**config.mk**
```make
export PLATFORM = sky130hd
export DESIGN_NAME = stereo_line_mux
export DESIGN_NICKNAME = d
export VERILOG_FILES = /design/src/rtl/stereo_line_mux.sv
export SDC_FILE = /design/constraint.sdc
export NUM_CORES = 1
export LEC_CHECK = 0
export ABC_AREA = 1
export BUFFER_PORTS_ARGS = -buffer_cell sky130_fd_sc_hd__buf_2
export CAP_MARGIN = 0
export CORE_ASPECT_RATIO = 1.5
export CORE_MARGIN = 5
export CORE_UTILIZATION = 45
export CTS_BUF_LIST = sky130_fd_sc_hd__clkbuf_8 sky130_fd_sc_hd__clkbuf_16
export DETAILED_ROUTE_END_ITERATION = 10
export PLACE_DENSITY = 0.69
export SLEW_MARGIN = 20
export SYNTH_ARGS = -nofsm -noshare
export SYNTH_HDL_FRONTEND = slang
export SYNTH_SLANG_ARGS = --single-unit
```
**constraint.sdc**
```tcl
create_clock -name USB_CLK -period 2.45 [get_ports USB_CLK]
set_clock_uncertainty 0.15 [all_clocks]
set_input_delay 0.49 -clock USB_CLK [delete_from_list [all_inputs] [get_ports USB_CLK]]
set_output_delay 0.49 -clock USB_CLK [all_outputs]
set_load 0.005 [all_outputs]
```
**src/rtl/stereo_line_mux.sv**
```systemverilog
// Line-interleaving merger of the right/left camera FIFOs into one 16-bit stream.
// Define FRAME_HDR_EN to prefix each frame with a 16'hA55A / frame-count header.
module stereo_line_mux #(
    parameter int IM_X       = 1920,
    parameter int IM_Y       = 1080,
    parameter int COLOR_MODE = 1
) (
    input  logic        USB_CLK,
    input  logic        rst,
    input  logic        en,
    input  logic [15:0] r_data,
    input  logic        r_empty,
    output logic        r_rd,
    input  logic [15:0] l_data,
    input  logic        l_empty,
    output logic        l_rd,
    output logic [15:0] out_data,
    output logic        out_valid,
    input  logic        out_ready,
    output logic        out_sof,
    output logic        out_eol,
    output logic        busy
);

    localparam int WPL = IM_X * COLOR_MODE / 2;
    localparam int WCW = (WPL > 1) ? $clog2(WPL) : 1;
    localparam int LCW = (IM_Y > 1) ? $clog2(IM_Y) : 1;
    localparam logic [WCW-1:0] WORD_LAST = WCW'(WPL - 1);
    localparam logic [LCW-1:0] LINE_LAST = LCW'(IM_Y - 1);

`ifdef FRAME_HDR_EN
    typedef enum logic [2:0] {IDLE, HDR0, HDR1, LINE_R, LINE_L} state_t;
`else
    typedef enum logic [1:0] {IDLE, LINE_R, LINE_L} state_t;
`endif

    state_t         state, state_nxt;
    logic [WCW-1:0] word_cnt, word_cnt_nxt;
    logic [LCW-1:0] line_cnt, line_cnt_nxt;
`ifdef FRAME_HDR_EN
    logic [15:0]    frame_cnt, frame_cnt_nxt;
`endif

    logic           load_ok;
    logic           load;
    logic [15:0]    ld_data;
    logic           ld_sof;
    logic           ld_eol;
    logic           word_last;

    // Gating with rst keeps FIFO acks from being issued for a load that reset discards.
    assign load_ok   = !rst && (!out_valid || out_ready);
    assign word_last = (word_cnt == WORD_LAST);
    assign busy      = (state != IDLE);

    always_ff @(posedge USB_CLK) begin
        if (rst) begin
            state    <= IDLE;
            word_cnt <= '0;
            line_cnt <= '0;
`ifdef FRAME_HDR_EN
            frame_cnt <= '0;
`endif
        end else begin
            state    <= state_nxt;
            word_cnt <= word_cnt_nxt;
            line_cnt <= line_cnt_nxt;
`ifdef FRAME_HDR_EN
            frame_cnt <= frame_cnt_nxt;
`endif
        end
    end

    always_comb begin
        state_nxt    = state;
        word_cnt_nxt = word_cnt;
        line_cnt_nxt = line_cnt;
`ifdef FRAME_HDR_EN
        frame_cnt_nxt = frame_cnt;
`endif
        load    = 1'b0;
        ld_data = '0;
        ld_sof  = 1'b0;
        ld_eol  = 1'b0;
        r_rd    = 1'b0;
        l_rd    = 1'b0;

        case (state)
            IDLE: begin
                if (en && !r_empty && !l_empty) begin
`ifdef FRAME_HDR_EN
                    state_nxt = HDR0;
`else
                    state_nxt = LINE_R;
`endif
                end
            end
`ifdef FRAME_HDR_EN
            HDR0: begin
                if (load_ok) begin
                    load      = 1'b1;
                    ld_data   = 16'hA55A;
                    ld_sof    = 1'b1;
                    state_nxt = HDR1;
                end
            end
            HDR1: begin
                if (load_ok) begin
                    load      = 1'b1;
                    ld_data   = frame_cnt;
                    state_nxt = LINE_R;
                end
            end
`endif
            LINE_R: begin
                if (load_ok && !r_empty) begin
                    load    = 1'b1;
                    r_rd    = 1'b1;
                    ld_data = r_data;
                    ld_eol  = word_last;
`ifndef FRAME_HDR_EN
                    ld_sof  = (line_cnt == '0) && (word_cnt == '0);
`endif
                    if (word_last) begin
                        word_cnt_nxt = '0;
                        state_nxt    = LINE_L;
                    end else begin
                        word_cnt_nxt = word_cnt + 1'b1;
                    end
                end
            end
            LINE_L: begin
                if (load_ok && !l_empty) begin
                    load    = 1'b1;
                    l_rd    = 1'b1;
                    ld_data = l_data;
                    ld_eol  = word_last;
                    if (word_last) begin
                        word_cnt_nxt = '0;
                        if (line_cnt == LINE_LAST) begin
                            line_cnt_nxt = '0;
`ifdef FRAME_HDR_EN
                            frame_cnt_nxt = frame_cnt + 16'd1;
`endif
                            state_nxt = IDLE;
                        end else begin
                            line_cnt_nxt = line_cnt + 1'b1;
                            state_nxt    = LINE_R;
                        end
                    end else begin
                        word_cnt_nxt = word_cnt + 1'b1;
                    end
                end
            end
            default: state_nxt = IDLE;
        endcase
    end

    always_ff @(posedge USB_CLK) begin
        if (rst) begin
            out_valid <= 1'b0;
            out_data  <= '0;
            out_sof   <= 1'b0;
            out_eol   <= 1'b0;
        end else if (load) begin
            out_valid <= 1'b1;
            out_data  <= ld_data;
            out_sof   <= ld_sof;
            out_eol   <= ld_eol;
        end else if (out_ready) begin
            out_valid <= 1'b0;
        end
    end

endmodule

```
# After elaboration in Yosys (flattened, before gate mapping)
# Index checks and enable logic that the tools add are counted.
# W data, S select, Z words.
dict set report totals {
  ff_bits 42
  latch_bits 0
  ramBits 0
  mem_bits_ro 0
  input_bits 38
  output_inout_bits 22
  elab_cells 65
  mem_count 0
}
dict set report classes {
  addsub 2
  mul 0
  div_mod_pow 0
  n_lt_le_gt_ge 0
  n_eq_ne 9
  n_shift 0
  mux 27
  bitwise_logic 0
  n_reduce_logical 20
}
# cell count
set ops {}
lappend ops {{$mux W16} 2}
lappend ops {{$pmux W16 S2} 1}
lappend ops {{$mux W10} 3}
lappend ops {{$pmux W10 S2} 1}
lappend ops {{$add A11 B1 Y11 const B} 1}
lappend ops {{$eq A11 B11 Y1 const B} 1}
lappend ops {{$logic_not A11 Y1} 1}
lappend ops {{$mux W1} 11}
lappend ops {{$mux W11} 1}
lappend ops {{$add A10 B1 Y10 const B} 1}
lappend ops {{$eq A10 B10 Y1 const B} 1}
lappend ops {{$logic_not A10 Y1} 1}
lappend ops {{$mux W2} 5}
lappend ops {{$ne A2 B2 Y1 const B} 5}
lappend ops {{$logic_and A1 B1 Y1} 6}
lappend ops {{$pmux W2 S3} 1}
lappend ops {{$reduce_and A3 Y1} 2}
lappend ops {{$reduce_bool A2 Y1} 3}
lappend ops {{$reduce_and A5 Y1} 1}
lappend ops {{$logic_not A1 Y1} 4}
lappend ops {{$pmux W1 S2} 2}
lappend ops {{$eq A2 B1 Y1 const B} 1}
lappend ops {{$eq A2 B2 Y1 const B} 1}
lappend ops {{$logic_not A2 Y1} 1}
lappend ops {{$logic_or A1 B1 Y1} 1}

# Longest topological paths before layout
# Gate-level depths: netlist (run 1).
dict set report logic_depth {
  depth_word 7
  ltp_mapped 10
}

# Worst setup path after synthesis (run 1)
# OpenSTA, ideal clock, no wires.
dict set report synth_timing {
  path_type {register to output}
  start {register state[0]}
  end {output l_rd}
  arrival_time_ns 1.165
  path_slack_ns 0.645
  stages_incl_launch_ff 7
  path_buffers 2
  path_cell_list {dfxtp_1 > inv_1 > ha_1 > buf_2 > nand4_4 > inv_2 > buf_2}
}
dict set report synth_via {
  elab_chain_cells 2
}
# item line_no
set synth_lines {}
lappend synth_lines {{start, declared} 37} ;# state_t state, state_nxt;
lappend synth_lines {{start signal, assigned} 65} ;# state <= state_nxt;
lappend synth_lines {{$eq A2 B2 Y1} 88} ;# case (state)
lappend synth_lines {{$mux W1} 88}
lappend synth_lines {{end, declared} 16} ;# output logic l_rd,
# Every way passes these cells.

# Worst setup path after layout (run 1)
# Same ends and word-level chain as after synthesis.

==> out/results.txt, run 1 <==
Max FO, Critical Path: 17
Worst endpoint required time: 1.81 ns
Worst slew pin tran: 0.4611 ns
Post-DP HPWL: 4.667 mm
CTS tree: yes
Die Wd: 69.92 um
Worst R2R End: line_cnt[5]
Post-place setup slack: 0.3763 ns
Initial antenna violation count: 0
Post-Layout Cell Count: 512
Final WS setup: 0.1486 ns
Hold Crit Start: rst
Die Footprint: 6984 um^2
Number of synthesized flops with an enable pin: 0
Total CTS buffers: 5
Avg Inst Size Synth: 6.344 um^2
Final wirelength: 6.094 mm
RSZ-0062 raised after global routing: no
Final Hold Viols: 0
Worst IR Drop VDD: 0.0004327 V
Hold crit path type: in -> reg
Ant. Diodes: 0
Hold slack: 0.3348 ns
Setup Viol. Count Final: 0
Share of layout cells above drive strength 1: 0.2005
Chip height: 99.88 um
Fmax: 434.5 MHz
Warnings from Yosys: 0
Port Buffers: 59
Share of the synthesized area in the top cell type: 0.3469
CTS Sinks: 42
CTS max path bufs: 2
Clock Latency Late Sink: 0.30 ns
Vias in the first global route: 2515
Syn nets: 428
Netlist cell types: 27
Cell with the most instances after synthesis: nand2_1
Leakage: 1.463 nW
Core region area: 5205 um^2
Nets: 489
Top FF cell, synth: dfxtp_1
Drc violations: 0
H-tree depth: 2
Setup total negative slack: 0 ns
Cells after DPL: 504
P&R area growth vs syn: 19.51%
Cell Area, Synth: 2424 um^2
Drt wl/cell: 11.90 um
Drt initial violations: 177
Crit end category: output port
Syn Inst Count: 382
Yosys top cell by area: dfxtp_1
Register area share after synthesis: 0.3469
FF-to-FF Start: word_cnt[0]
Startpoint Class: register
CP arrival: 1.66 ns
Drt via density: 4.908
Top cells by area, synth: dfxtp_1 35%, nand2_1 19%, nor2_1 10%, inv_1 6.0%, a21oi_1 4.5%
CTS root buf: clkbuf_8
Worst rel slew slack: 0.6926
Global Route Usage Sum: 0.1816
WHS Path Cells: 4
Register-to-Register Path Depth: 8
First-pass GRT wire length: 10.52 mm
Worst hold endpoint: state[1]
Worst R2R Setup Slack: 0.45 ns
# Post-CTS Setup Buffers: 0
Minimum clock period after layout: 2.301 ns
Total power: 1.801 mW
# IOs: 60
Largest net degree at the start of global routing: 20
Total gr overflow: 0
Post-route ant nets: 0
Outcome: finished, final reports clean
Post-synth top cells: 121 x nand2_1, 67 x nor2_1, 42 x dfxtp_1
Final Cycle Share: 0.9393
TritonRoute pass-1 iters: 4
# fillers: 532
Crit Path Category: reg -> out
Vias: 2513
P per Cell Area: 621.9 nW/um^2
Initial cell density of the core: 0.4656
Final Wtd Congestion: 0.8750
Worst-path clk slew: 0.08 ns
Yosys reg bits: 42
Crit path launch: state[0]
Row count: 32
Final Max Tran Viols: 0
Async SR Flop Fraction: 0
Max Cap Viol: 0
==> worst max path at each step <==
stage | to | slack [ns] | depth (start not counted)
floorplan | l_rd | 0.65 | 6
global placement | r_rd | 0.43 | 6
detailed placement | l_rd | 0.38 | 5
CTS | l_rd | 0.03 | 5
global route | l_rd | 0.05 | 5
finish | l_rd | 0.15 | 5
==> flip-flops by register name (all words and copies together) (netlist names) <==
signal     cells
out_data      16
line_cnt      11
word_cnt      10
state          2
out_eol        1
out_sof        1
out_valid      1
==> timing repair <==
item / CTS / global route
hold endpoints to repair: 0 / 0
setup endpoints to repair: 0 / 1
resized for setup: 0 / 1
hold buffers: 0 / 0
==> layout make-up <==
class | count | area, um^2 | share of cell area
multi-input cells | 288 | 1370 | 0.4730
flip-flops and latches | 42 | 840.8 | 0.2903
repair buffers | 63 | 325.3 | 0.1123
inverters | 43 | 161.4 | 0.05572
well taps | 68 | 85.08 | 0.02937
clock buffers | 5 | 68.82 | 0.02376
clock inverters | 3 | 45.04 | 0.01555
==> layer usage <==
| layer | up-vias | track usage | part of all wire |
|---|---|---|---|
| li1 | 1311 | - | - |
| met1 | 1123 | 0.1853 | 0.40 |
| met2 | 60 | 0.3503 | 0.52 |
| met3 | 19 | 0.03707 | 0.052 |
| met4 | 0 | 0.07965 | 0.027 |
| met5 | - | 0 | 0 |
==> kinds of logic (layout without fill, tap and decap cells) <==
kind of cell               after synthesis  in the layout  synth area share
adders and majority gates                8              8           0.04130
DFF                                     42             42            0.3469
and+or+nand+nor                        229            229            0.4053
xor gates and xnor gates                 4              4           0.01445
AOI/OAI and AO/OA                       47             47            0.1033
buffers and inverters                   52            114           0.08879
==> cell usage in the layout, fill, tap and decap left out, drive strengths merged <==
cell type | netlist | layout
nand2 | 124 | 124
nor2 | 71 | 71
buf | 7 | 63
inv | 43 | 43
dfxtp | 42 | 42
a21oi | 24 | 24
o21ai | 23 | 23
nand3 | 23 | 23
ha | 8 | 8
nand4 | 7 | 7
clkbuf | 2 | 5
xor2 | 4 | 4
nor3 | 3 | 3
clkinvlp | 0 | 2
nand3b | 1 | 1
bufinv | 0 | 1
==> report_power, final <==
part | total, mW | switching [mW] | internal, mW | leakage (nW)
combinational | 0.464 | 0.297 | 0.167 | 1.07
clock | 0.571 | 0.267 | 0.304 | 0.0504
sequential | 0.767 | 0.0322 | 0.734 | 0.339
==> through the flow <==
stage,instance area (um^2),utilization
3_5_place_dp,2780,0.5341
4_1_cts,2894,0.5560
2_1_floorplan,2424,-
3_3_place_gp,2780,0.5341
6_report,2897,0.5565
5_1_grt,2897,0.5565
==> critical path, stage by stage, from the launching register on <==
cell and delay, ns:
dfxtp_1 0.34, inv_1 0.11, ha_2 0.29, nand4_4 0.17, inv_2 0.27, buf_2 0.18
(Power assumes the default switching activity.)
==> run 2: changes to the inputs <==
--- a/config.mk
+++ b/config.mk
@@ -5,7 +5,6 @@
 export SDC_FILE = /design/constraint.sdc
 export NUM_CORES = 1
 export LEC_CHECK = 0
-export ABC_AREA = 1
 export BUFFER_PORTS_ARGS = -buffer_cell sky130_fd_sc_hd__buf_2
 export CAP_MARGIN = 0
 export CORE_ASPECT_RATIO = 1.5
@@ -13,7 +12,8 @@
 export CORE_UTILIZATION = 45
 export CTS_BUF_LIST = sky130_fd_sc_hd__clkbuf_8 sky130_fd_sc_hd__clkbuf_16
 export DETAILED_ROUTE_END_ITERATION = 10
-export PLACE_DENSITY = 0.69
+export PLACE_DENSITY = 0.71
+export SKIP_CTS_REPAIR_TIMING = 1
 export SLEW_MARGIN = 20
 export SYNTH_ARGS = -nofsm -noshare
 export SYNTH_HDL_FRONTEND = slang
==> run 2 against run 1 <==
  * Die area is 11% lower
  * Worst setup slack improved by 0.00078 ns
  * Clock power shrank 4.9%
  * Non-clock buffer count up 5
  * Via count shrank 21%
  * Sequential share of layout area increased by 2.8 points
  * Sequential power down 4.8%
  * Final cell count decreased by 28%
  * First-iteration DRC count down 41%
  * Combinational power shrank 7.3%
  * Area after synthesis down 12%
  * Critical endpoint is now r_rd
==> out/results.txt, run 2 <==
Largest registers: out_data (16), line_cnt (11), word_cnt (10)
Syn Inst Count: 245 (-36%)
Share of the synthesized area in the top cell type: 0.3965 (+0.04953)
Worst endpoint required time: 1.81 ns (about the same)
GR Layer Usage met2: 0.3088 (-0.04154)
Met1 global-route usage: 0.1856 (+0.0002674)
Worst R2R Setup Slack: 0.20 ns (-0.25 ns)
Max Cap Viol: 0 (unchanged)
Worst IR Drop VDD: 0.0003470 V (-20%)
Ant. Diodes: 0 (unchanged)
Worst rel slew slack: 0.5052 (-0.1875)
Hold crit path type: reg -> reg
WHS Path Cells: 2 (-2)
Hold Crit Start: out_sof
First-pass GRT wire length: 8.390 mm (-20%)
Yosys top cell by area: dfxtp_1
Worst slew pin tran: 0.7421 ns (+0.2811 ns)
Vias: 1981 (-21%)
Core region area: 4542 um^2 (-13%)
Clock Latency Late Sink: 0.29 ns (about the same)
H-tree depth: 2 (unchanged)
Clock power share: 0.319 (+0.002)
Register area share after synthesis: 0.3965 (+0.04953)
Startpoint Class: register
Final wirelength: 5.260 mm (-14%)
Top cells by area, synth: dfxtp_1 40%, nor2_1 7.3%, a22o_1 6.6%, a22oi_1 5.7%, ha_1 4.7%
Cell with the most instances after synthesis: dfxtp_1
Minimum clock period after layout: 2.301 ns (-0.0007840 ns)
Sequential share of power: 0.429 (+0.003)
Fmax: 434.7 MHz (about the same)
Share of total power in combinational logic: 0.252 (-0.005)
Port Buffers: 59 (unchanged)
Post-DP HPWL: 3.964 mm (-15%)
Initial antenna violation count: 0 (unchanged)
Net Sw Frac: 0.3021 (-0.02927)
Global Route Usage Sum: 0.1685 (-0.01301)
Vias in the first global route: 1921 (-24%)
Syn nets: 291 (-32%)
Avg Inst Size Synth: 8.656 um^2 (+36%)
Post-synth top cells: 42 x dfxtp_1, 41 x nor2_1, 16 x a22o_1, 16 x a22oi_1, 13 x nand4_1
P per Cell Area: 643.6 nW/um^2 (+3.5%)
Max reg flops: 16 (unchanged)
# IOs: 60 (unchanged)
Worst R2R End: out_data[15]
Drt initial violations: 104 (-41%)
Max FO, Critical Path: 4 (-13)
Final instance area: 2645 um^2 (-8.7%)
Chip height: 94.08 um (-5.8%)
Async SR Flop Fraction: 0 (unchanged)
Total CTS buffers: 5 (unchanged)
Outcome: finished, final reports clean
Setup Viol. Count Final: 0 (unchanged)
Global Route met3 Usage: 0.03832 (+0.001249)
Netlist cell types: 39 (+44%)
CTS root buf: clkbuf_8
Total gr overflow: 0 (unchanged)
Row count: 30 (-6.3%)
CTS max path bufs: 2 (unchanged)
Top FF cell, synth: dfxtp_1
Final Cycle Share: 0.9390 (about the same)
Hold slack: 0.3068 ns (-0.02807 ns)
FF-to-FF Start: state[0]
Drt wl/cell: 14.22 um (+19%)
Die Footprint: 6214 um^2 (-11%)
Worst-path clk slew: 0.08 ns (about the same)
Crit end category: output port
Most common cell after layout, fill and taps aside: buf_2
Final WS setup: 0.1494 ns (+0.0007840 ns)
Yosys reg bits: 42 (unchanged)
Placed Area: 2536 um^2 (-8.8%)
Drt via density: 5.354 (+9.1%)
Die Wd: 66.05 um (-5.5%)
TritonRoute pass-1 iters: 4 (unchanged)
Highest-count cells in the layout ignoring fill and taps: 59 x buf_2, 42 x dfxtp_1, 41 x nor2_1, 16 x a22o_1, 16 x a22oi_1
Final Hold Viols: 0 (unchanged)
Final Wtd Congestion: 0.7843 (-10%)
Number of synthesized flops with an enable pin: 0 (unchanged)
CTS Sinks: 42 (unchanged)
Largest net degree at the start of global routing: 20 (unchanged)
Nets: 351 (-28%)
Worst hold endpoint: out_sof
Leakage: 1.123 nW (-23%)
Warnings from Yosys: 0 (unchanged)
Drc violations: 0 (unchanged)
Cell Area, Synth: 2121 um^2 (-12%)
CTS tree: yes
Pint: 1.188 mW (-1.4%)
GR peak layer: met2
Final Max Tran Viols: 0 (unchanged)
P&R area growth vs syn: 24.72%
RSZ-0062 raised after global routing: yes
Initial cell density of the core: 0.4669 (+0.001317)
Post-route ant nets: 0 (unchanged)
CP arrival: 1.66 ns (about the same)
Register-to-Register Path Depth: 8 (unchanged)
Share of layout cells above drive strength 1: 0.2810 (+0.08060)
Post-place setup slack: 0.1908 ns (-0.1854 ns)
Crit Path Category: reg -> out
NetSw: 0.5142 mW (-14%)
Top reg by flops: out_data
[run 2: changes by cell type after synthesis, moves of 8 or more]
cell	change
nor4_1	+9
nor2_1	-26
nand3_1	-11
a21oi_1	-17
xnor2_1	+9
inv_1	-28
nand4_1	+8
nand2_1	-112
a22o_1	+16
a22oi_1	+16
clkbuf_1	+9
o21ai_0	-21
[run 2: cell type report]
class                           instances  area (um^2)
Inverter                               12        45.04
Fill cell                             429         1897
Tap cell                               64        80.08
Timing Repair Buffer                   68        387.9
Clock buffer                            5        68.82
Sequential cell                        42        840.8
Clock inverter                          3        40.04
Multi-Input combinational cell        176         1182
[run 2: critical path, cell delays in order, from the launching register on]
cell	delay [ns]
dfxtp_1	0.41
ha_1	0.28
nor4b_2	0.47
buf_2	0.21
[run 2: how the worst max path moves through the flow]
stage	depth (start not counted)	slack [ns]	start	to
3_5_place_dp	8	0.19	state[0]	out_data[15]
3_3_place_gp	8	0.25	state[0]	out_data[13]
4_1_cts	8	0.14	state[0]	out_data[15]
5_1_grt	8	-0.0004	state[0]	out_data[3]
2_1_floorplan	4	0.21	rst	r_rd
6_report	3	0.15	state[0]	r_rd
[run 2: stage by stage]
| step | setup TNS [ns] | utilization | cells | power [mW] |
|---|---|---|---|---|
| finish | 0 | 0.5824 | 370 | 1.702 |
| CTS | 0 | 0.5824 | 370 | 1.720 |
| floorplan | 0 | - | 245 | 1.011 |
| detailed placement | 0 | 0.5584 | 362 | 1.179 |
| global route | -0.0004323 | 0.5824 | 370 | 1.795 |
| global placement | 0 | 0.5584 | 362 | 1.168 |
[run 2: kinds of logic after synthesis]
family,Yosys count,share of synthesized area
flip-flops,42,0.3965
XOR/XNOR,18,0.07434
multiplexers,2,0.009440
adder cells (fa/ha/maj),8,0.04720
buffers and inverters,27,0.04897
AND/OR/NAND/NOR,100,0.2401
AO/OA/AOI/OAI,48,0.1835
[run 2: power groups by stage]
stage / registers [mW] / clock network, mW / logic, mW
CTS: 0.730 / 0.555 / 0.434
detailed placement: 0.747 / 0 / 0.432
global placement: 0.745 / 0 / 0.423
finish: 0.730 / 0.543 / 0.430
global route: 0.734 / 0.592 / 0.469
floorplan: 0.741 / 0 / 0.270
[run 2: per-layer routing]
layer | wire length (um) | share of wire
met1 | 2147 | 0.41
met2 | 2714 | 0.52
met3 | 309 | 0.059
met4 | 89 | 0.017
met5 | 0 | 0
